[config.mk]
export PLATFORM = sky130hd
export DESIGN_NAME = decode_buffer_flat
export DESIGN_NICKNAME = d
export VERILOG_FILES = /design/src/rtl/decode_buffer_pkg.sv /design/src/rtl/decode_buffer_if.sv /design/src/rtl/decode_buffer_mem.sv /design/src/rtl/decode_buffer.sv /design/src/flat_wrapper.sv
export SDC_FILE = /design/constraint.sdc
export NUM_CORES = 1
export LEC_CHECK = 0
export ABC_AREA = 1
export CAP_MARGIN = 20
export CORE_MARGIN = 2
export CORE_UTILIZATION = 55
export DETAILED_ROUTE_END_ITERATION = 7
export MAX_ROUTING_LAYER = met4
export PLACE_DENSITY_LB_ADDON = 0.3
export SLEW_MARGIN = 25
export SYNTH_ARGS = -nofsm -noshare
export SYNTH_HDL_FRONTEND = slang
export SYNTH_SLANG_ARGS = --single-unit
[constraint.sdc]
create_clock -name clock -period 5.4 [get_ports clock]
set_input_delay 1.08 -clock clock [delete_from_list [all_inputs] [get_ports clock]]
set_output_delay 1.08 -clock clock [all_outputs]
set_load 0.05 [all_outputs]
[src/rtl/decode_buffer_pkg.sv]
// Shared constants and instruction helpers for the decode buffer slice.
package decode_buffer_pkg;

    localparam int unsigned INSTR_W = 32;

    typedef logic [INSTR_W-1:0] instr_t;

    localparam instr_t NOP_INSTR = 32'h0000_0013;

    // Low two bits 2'b11 mark a full 32-bit encoding; anything else is compressed.
    function automatic logic is_full_width(input instr_t instr);
        return instr[1:0] == 2'b11;
    endfunction

endpackage

[src/rtl/decode_buffer_if.sv]
// Fetch-to-decode handshake bundle; the buffer sits on the slave modport.
interface decode_buffer_if
    import decode_buffer_pkg::*;
#(
    parameter int unsigned XLEN = 32
) ();

    logic            fetch_valid;
    logic [XLEN-1:0] fetch_pc;
    instr_t          fetch_instr;
    logic            fetch_ready;

    logic            dec_ready;
    logic            dec_valid;
    logic [XLEN-1:0] dec_pc;
    instr_t          dec_instr;
    logic [XLEN-1:0] dec_npc;

    modport master (
        output fetch_valid, fetch_pc, fetch_instr, dec_ready,
        input  fetch_ready, dec_valid, dec_pc, dec_instr, dec_npc
    );

    modport slave (
        input  fetch_valid, fetch_pc, fetch_instr, dec_ready,
        output fetch_ready, dec_valid, dec_pc, dec_instr, dec_npc
    );

endinterface

[src/rtl/decode_buffer_mem.sv]
// Entry storage: one synchronous write port, one asynchronous read port.
module decode_buffer_mem #(
    parameter int unsigned DEPTH = 4,
    parameter int unsigned WIDTH = 64
) (
    input  logic                     clock,
    input  logic                     we,
    input  logic [$clog2(DEPTH)-1:0] waddr,
    input  logic [WIDTH-1:0]         wdata,
    input  logic [$clog2(DEPTH)-1:0] raddr,
    output logic [WIDTH-1:0]         rdata
);

    logic [WIDTH-1:0] mem [DEPTH];

    always_ff @(posedge clock) begin
        if (we) begin
            mem[waddr] <= wdata;
        end
    end

    always_comb begin
        rdata = mem[raddr];
    end

endmodule

[src/rtl/decode_buffer.sv]
// Small FIFO between fetch and decode with optional empty-buffer bypass.
module decode_buffer
    import decode_buffer_pkg::*;
#(
    parameter int unsigned DEPTH  = 4,
    parameter int unsigned XLEN   = 32,
    parameter int unsigned BYPASS = 1
) (
    input  logic                   clock,
    input  logic                   reset,
    input  logic                   clear,
    decode_buffer_if.slave         bus,
    output logic [$clog2(DEPTH):0] count
);

    localparam int unsigned PW = $clog2(DEPTH);
    localparam int unsigned CW = PW + 1;
    localparam logic [CW-1:0] FULL = CW'(DEPTH);

    typedef struct packed {
        logic [XLEN-1:0] pc;
        instr_t          instr;
    } entry_t;

    logic [PW-1:0] rd_ptr;
    logic [PW-1:0] wr_ptr;
    logic          active;
    logic          empty;
    logic          bypass_en;
    logic          valid_c;
    logic          push;
    logic          pop;
    entry_t        wr_entry;
    entry_t        rd_entry;
    entry_t        head;

    decode_buffer_mem #(
        .DEPTH (DEPTH),
        .WIDTH (XLEN + INSTR_W)
    ) u_mem (
        .clock (clock),
        .we    (push),
        .waddr (wr_ptr),
        .wdata (wr_entry),
        .raddr (rd_ptr),
        .rdata (rd_entry)
    );

    always_comb begin
        active    = reset && !clear;
        empty     = (count == '0);
        bypass_en = (BYPASS != 0) && empty;
        wr_entry  = '{pc: bus.fetch_pc, instr: bus.fetch_instr};

        bus.fetch_ready = active && (count != FULL);
        valid_c         = active && (empty ? (bypass_en && bus.fetch_valid) : 1'b1);

        // A bypassed instruction that decode takes immediately never lands in storage.
        push = bus.fetch_valid && bus.fetch_ready && !(bypass_en && bus.dec_ready);
        pop  = valid_c && bus.dec_ready && !empty;

        head = bypass_en ? wr_entry : rd_entry;
        if (!valid_c) begin
            head = '{pc: '0, instr: NOP_INSTR};
        end

        bus.dec_valid = valid_c;
        bus.dec_pc    = head.pc;
        bus.dec_instr = head.instr;
        bus.dec_npc   = head.pc + (is_full_width(head.instr) ? XLEN'(4) : XLEN'(2));
    end

    always_ff @(posedge clock) begin
        if (!reset || clear) begin
            count  <= '0;
            rd_ptr <= '0;
            wr_ptr <= '0;
        end else begin
            if (push) begin
                wr_ptr <= wr_ptr + 1'b1;
            end
            if (pop) begin
                rd_ptr <= rd_ptr + 1'b1;
            end
            case ({push, pop})
                2'b10:   count <= count + 1'b1;
                2'b01:   count <= count - 1'b1;
                default: count <= count;
            endcase
        end
    end

endmodule

[src/flat_wrapper.sv]
// flat-port wrapper written by rule: the top's interface ports become plain ports
module decode_buffer_flat import decode_buffer_pkg::*;
#(
    parameter int unsigned DEPTH  = 4,
    parameter int unsigned XLEN   = 32,
    parameter int unsigned BYPASS = 1
)
  (clock, reset, clear, count, bus_fetch_valid, bus_fetch_pc, bus_fetch_instr, bus_dec_ready, bus_fetch_ready, bus_dec_valid, bus_dec_pc, bus_dec_instr, bus_dec_npc);
  decode_buffer_if #(.XLEN(XLEN)) bus_i ();
  input  logic clock;
  input  logic reset;
  input  logic clear;
  output logic [$clog2(DEPTH):0] count;
  input wire logic [$bits(bus_i.fetch_valid)-1:0] bus_fetch_valid;
  input wire logic [$bits(bus_i.fetch_pc)-1:0] bus_fetch_pc;
  input wire logic [$bits(bus_i.fetch_instr)-1:0] bus_fetch_instr;
  input wire logic [$bits(bus_i.dec_ready)-1:0] bus_dec_ready;
  output wire logic [$bits(bus_i.fetch_ready)-1:0] bus_fetch_ready;
  output wire logic [$bits(bus_i.dec_valid)-1:0] bus_dec_valid;
  output wire logic [$bits(bus_i.dec_pc)-1:0] bus_dec_pc;
  output wire logic [$bits(bus_i.dec_instr)-1:0] bus_dec_instr;
  output wire logic [$bits(bus_i.dec_npc)-1:0] bus_dec_npc;
  assign bus_i.fetch_valid = bus_fetch_valid;
  assign bus_i.fetch_pc = bus_fetch_pc;
  assign bus_i.fetch_instr = bus_fetch_instr;
  assign bus_i.dec_ready = bus_dec_ready;
  assign bus_fetch_ready = bus_i.fetch_ready;
  assign bus_dec_valid = bus_i.dec_valid;
  assign bus_dec_pc = bus_i.dec_pc;
  assign bus_dec_instr = bus_i.dec_instr;
  assign bus_dec_npc = bus_i.dec_npc;
  decode_buffer #(.DEPTH(DEPTH), .XLEN(XLEN), .BYPASS(BYPASS)) u_core (.clock(clock), .reset(reset), .clear(clear), .bus(bus_i), .count(count));
endmodule
==> results of run 1 <==
## sequential cells by signal, indices dropped and copies added (netlist names), named ones only
| register | flops |
|---|---|
| u_core.wr_ptr | 2 |
| u_core.rd_ptr | 2 |
| u_core.u_mem.mem | 256 |
| u_core.count | 3 |
## report_power, final
part           internal, mW  switching, mW  total, mW
Clock                  1.11          0.760       1.86
Sequential             2.26        0.00308       2.27
Combinational         0.139          0.226      0.365
Total                  3.51          0.988       4.50
## metal layers
| metal | vias up | wire length [um] | global-route usage [%] | share of wire, % |
|---|---|---|---|---|
| met2 | 343 | 16040 | 45.81 | 50 |
| met3 | 72 | 1970 | 4.206 | 6.2 |
| met5 | - | 0 | - | 0 |
| met4 | 0 | 1005 | 9.349 | 3.2 |
| met1 | 4525 | 12780 | 33.87 | 40 |
| li1 | 4460 | - | - | - |
## final cells by class
type,instances,share of cell area (%)
clock buffer,39,4.953
multi-input combinational,794,26.36
inverter,92,2.200
tap,285,2.255
antenna,1,0.01582
sequential,265,49.78
clock inverter,11,0.7279
timing repair buffer,193,13.70
## cells in the mapped netlist (all sizes together)
library cell / instances
edfxtp: 256
nor2: 247
nand2: 243
o21ai: 116
inv: 90
nand3: 66
buf: 36
o221a: 31
clkbuf: 28
or2: 21
a21oi: 19
xor2: 13
nor3: 10
dfxtp: 9
ha: 7
nand3b: 5
nand4: 3
a211o: 2
a211oi: 2
a221oi: 2
and2: 2
clkinv: 2
fa: 2
xnor2: 2
a221o: 1
## what timing repair did
action                     in CTS  in global routing
hold buffers                    0                  0
setup endpoints to repair       0                  3
gates resized for setup         0                  1
## per-stage QoR
stage | hold slack [ns] | setup slack, ns
after detailed placement | 0.4475 | 0.1412
final | 0.4562 | 0.1329
after CTS | 0.4584 | 0.1254
after global routing | 0.5001 | -0.03789
after floorplan | 0.4356 | -0.3848
after global placement | 0.4452 | 0.3055
## worst max-delay path: cells and delay by family
family	cells	cell delay (ns)
buf+inv	4	0.73
fa+ha+maj	2	0.67
compound gates	1	0.32
simple gates	8	1.37
## worst paths after layout
kind | start | endpoint | slack [ns] | cells after the start
max | reset | bus_dec_npc[31] | 0.13 | 15
min | u_core.rd_ptr[1] | flip-flop | 0.46 | 2
max reg2reg | u_core.count[0] | u_core.u_mem.mem[3][2] | 2.54 | 7
min reg2reg | u_core.rd_ptr[1] | flip-flop | 0.46 | 2
## logic make-up (layout without fill, tap and decap cells)
kind of cell	after synthesis	after routing	synth area share [%]
other cells	0	1	0
simple gates	597	597	21.63
xor+xnor	15	15	1.041
fa+ha+maj	9	9	1.011
flops	265	265	62.32
compound gates	173	173	8.593
buf+inv	156	335	5.411
==> impl_metrics.toml, run 1 <==
[critical_path]
crit_type = "input pin to primary output"
cp_slowest_cell = "clkdlybuf4s50_1"
start_kind = "input pin"
cp_data_required_time_ns = 4.32
path_cells = "clkdlybuf4s50_1 > inv_1 > nor2_4 > nand2_2 > a211o_1 > nand2_1 > ha_1 > inv_1 > fa_1 > nor2_2 > nand3_1 > nor3_4 > nand3_1 > nand2_1 > buf_12"
cp-end-kind = "primary output"
slowest_delay_ns = 0.45
cp_max_fo = 5
crit_arrival_ns = 4.19

[sta]
final-hold-violation-count = 0
setup_tns_ns = 0
fin_crit_ns = 5.267
drv_slew = 0
setup_viol = 0
rsz0062_at_grt = "true"
period_share_pct = 97.54
tightest_slew_ns = 0.8222
skew_ns = 0.02007
max_clock_freq_mhz = 189.9
relSlewSlack_pct = 45.05

[die]
io_pins = 170
die-area_um2 = 24180
rows = 55
start_util_pct = 55.93
die-width_um = 155.5
die_y_um = 155.5
fp.coreArea_um2 = 22570

[logic_synthesis]
synth_cell_types = 40
synth_warnings = 0
yosysTopAreaCellShare_pct = 60.89
synth_top_cell_by_area = "edfxtp_1"
synth_cells = 1215
seq_area_frac_synth_pct = 62.32
syn_area_per_cell_um2 = 10.39
yosys-top-cells-area = "edfxtp_1, nand2_1, nor2_1, o21ai_0, o221a_2"
synth_area_um2 = 12620
synth_seq_cells = 265
syn_nets = 1293

[global_routing]
antenna_found_initial = 1
grtUsageTotal_pct = 27.21
grt_pass1_wl_mm = 49.82
grt-ovfl-total = 0
grt_max_degree = 70
grt_pass1_vias = 9385

[route]
drc = 0
dr_total_vias = 9400
ant_nets = 0
via_per_inst = 5.595
drt-total-wl_mm = 31.80
drt_pass1_iterations = 5
detail_route.iter0.violations = 809
wire_per_inst_um = 18.93

[power]
p_leak_nw = 5.868
powerDensity_nw_per_um2 = 284.4
vdd_ir_drop_max_mv = 0.2799
power_mw = 4.498

[worst_hold_path]
min_path_type = "flip-flop to flip-flop"

[job]
maxCapViolCount = 0

[cts]
post_cts_buffers = 0
clk_pin_slew_ns = 0.06
cts_tree = "done"
cts_root_buf = "clkbuf_16"
cts_inserted_buffers = 27
worstSkewPairLatency_ns = 0.55
clk_path_buf_depth = 3
cts.htree.levels = 1
clock-sinks = 265

[placement]
placed_cell_area_um2 = 14910
place_inst = 1629
dp_hpwl_mm = 20.28
routabilityCongestion = 0.9172
io_buffers = 169

[cells_and_area]
final_cell_count_no_fill = 1680
final_core_util_pct = 70.06
fillers = 1629
final_cell_area_um2 = 15810
synthToLayoutAreaGrowth_pct = 25.26
layout_common_cells = "edfxtp_1, nand2_1, nor2_1"
seq_area_um2 = 7873
fin_nets = 1451
drive_gt1_share_pct = 20.59
final_common_cell = "edfxtp_1"
multi_input_area_um2 = 4169

[run_status]
outcome = "completed"
Note: power is estimated with default switching activity, not from simulation.
==> run 2: changes to the inputs <==
Settings changed: CTS_CLUSTER_SIZE set to 8.
==> impl_metrics.toml, run 2 (synthesis gave the netlist of run 1 again) <==
[route]
dr_total_vias = 9494
drc = 0
wire_per_inst_um = 18.95
detail_route.iter0.violations = 787
via_per_inst = 5.644
ant_nets = 0
drt_pass1_iterations = 6
drt-total-wl_mm = 31.87

[placement]
placed_cell_area_um2 = 14910
io_buffers = 169
pre_cts_ws_ns = 0.1412
dp_hpwl_mm = 20.28
routabilityCongestion = 0.9172

[power]
power_mw = 4.768
vdd_ir_drop_max_mv = 0.2191
p_clk_share_pct = 44.7
p_int_mw = 3.712
p_switching_mw = 1.056
pwr-share-seq_pct = 47.7
p_leak_nw = 5.958
sw_frac_of_total_pct = 22.15
combPwrFrac_pct = 7.6
powerDensity_nw_per_um2 = 298.0

[cells_and_area]
final_common_cell = "edfxtp_1"
largest_register_ffs = 256
reg_top3 = "u_core.u_mem.mem (256), u_core.count (3)"
synthToLayoutAreaGrowth_pct = 26.72
top_register = "u_core.u_mem.mem"
drive_gt1_share_pct = 21.20
final_core_util_pct = 70.88
layout_common_cells = "edfxtp_1, nand2_1, nor2_1"
fillers = 1609
final_cell_area_um2 = 16000
fin_nets = 1464

[die]
io_pins = 170
die_y_um = 155.5
start_util_pct = 55.93
die-area_um2 = 24180
fp.coreArea_um2 = 22570
rows = 55
die-width_um = 155.5

[sta]
relSlewSlack_pct = 44.76
skew_ns = 0.01089
period_share_pct = 95.11
tightest_slew_ns = 0.8267
fin_ws_ns = 0.2641
setup_viol = 0
holdWs_ns = 0.4604
final-hold-violation-count = 0
drv_slew = 0
rsz0062_at_grt = "false"
max_clock_freq_mhz = 194.7
fin_crit_ns = 5.136

[cts]
clk_pin_slew_ns = 0.05
cts_tree = "done"
cts_inserted_buffers = 39
cts.htree.levels = 2
worstSkewPairLatency_ns = 0.52
ctsHoldBuffers = 0
clock-sinks = 265
cts_root_buf = "clkbuf_16"
clk_path_buf_depth = 3

[critical_path]
cp_slowest_cell = "clkdlybuf4s50_1"
crit_arrival_ns = 4.06
crit_type = "input pin to primary output"
start_kind = "input pin"
cp-end-kind = "primary output"
slowest_delay_ns = 0.45
crit_family = "simple AND/OR/NAND/NOR gates"
crit_buf_inv = 4
cp_data_required_time_ns = 4.32
cp_max_fo = 5
path_cells = "clkdlybuf4s50_1 > inv_1 > nor2_4 > nand2_2 > a211o_1 > nand2_1 > ha_1 > inv_1 > fa_1 > nor2_2 > nand3_2 > nor3_4 > nand3_1 > nand2_1 > buf_12"

[run_status]
outcome = "completed"

[global_routing]
grt_pass1_wl_mm = 49.75
grt-ovfl-total = 0
grt_max_degree = 70
grt_pass1_vias = 9398
antenna_found_initial = 1
grtUsageTotal_pct = 27.45

[job]
maxCapViolCount = 0

[worst_hold_path]
min_path_type = "flip-flop to flip-flop"
==> run 2: metal layers <==
| layer | global-route usage [%] | part of all wire, % | vias to the layer above |
|---|---|---|---|
| li1 | - | - | 4470 |
| met1 | 34.32 | 40 | 4599 |
| met2 | 44.82 | 50 | 353 |
| met3 | 4.680 | 6.5 | 72 |
| met4 | 11.31 | 3.5 | 0 |
| met5 | - | 0 | - |
==> run 2: layout make-up <==
cell class	instances	area (um^2)	share of cell area, %
Antenna cell	1	2.502	0.01564
Clock buffer	47	1006	6.288
Clock inverter	4	63.81	0.3989
Inverter	92	347.8	2.174
Multi-Input combinational cell	794	4174	26.09
Sequential cell	265	7873	49.21
Tap cell	285	356.6	2.229
Timing Repair Buffer	194	2175	13.59
==> run 2: what timing repair did <==
action                     4_1_cts  5_1_grt
resized for setup                0        2
hold endpoints to repair         0        0
setup endpoints to repair        0        3
buffers inserted                 0        1
==> run 2: power groups by stage <==
stage	Combinational, mW	Clock [mW]	Sequential (mW)
floorplan	0.186	0	2.31
detailed placement	0.363	0	2.31
global placement	0.358	0	2.31
global route	0.385	2.24	2.27
finish	0.365	2.13	2.27
CTS	0.365	2.16	2.27
==> run 2: worst paths after layout <==
check,start,end,slack [ns],cells past startpoint
max,reset,bus_dec_npc[31],0.26,15
min reg2reg,u_core.rd_ptr[1],flip-flop,0.46,2
max reg2reg,u_core.count[0],u_core.u_mem.mem[3][13],2.55,7
min,u_core.rd_ptr[1],flip-flop,0.46,2
==> run 2: worst register-to-register path: stages (launching register included) <==
cell	delay (ns)
dfxtp_1	0.42
nor2_4	0.09
nand2_4	0.07
inv_1	0.22
a21oi_1	0.24
clkinv_1	0.35
nor2_4	0.76
buf_4	0.38
==> run 2: per-stage QoR <==
step | TNS, ns | std cells
after floorplan | -98.52 | 1215
after global placement | 0 | 1629
after detailed placement | 0 | 1629
after CTS | 0 | 1680
after global routing | 0 | 1682
final | 0 | 1682
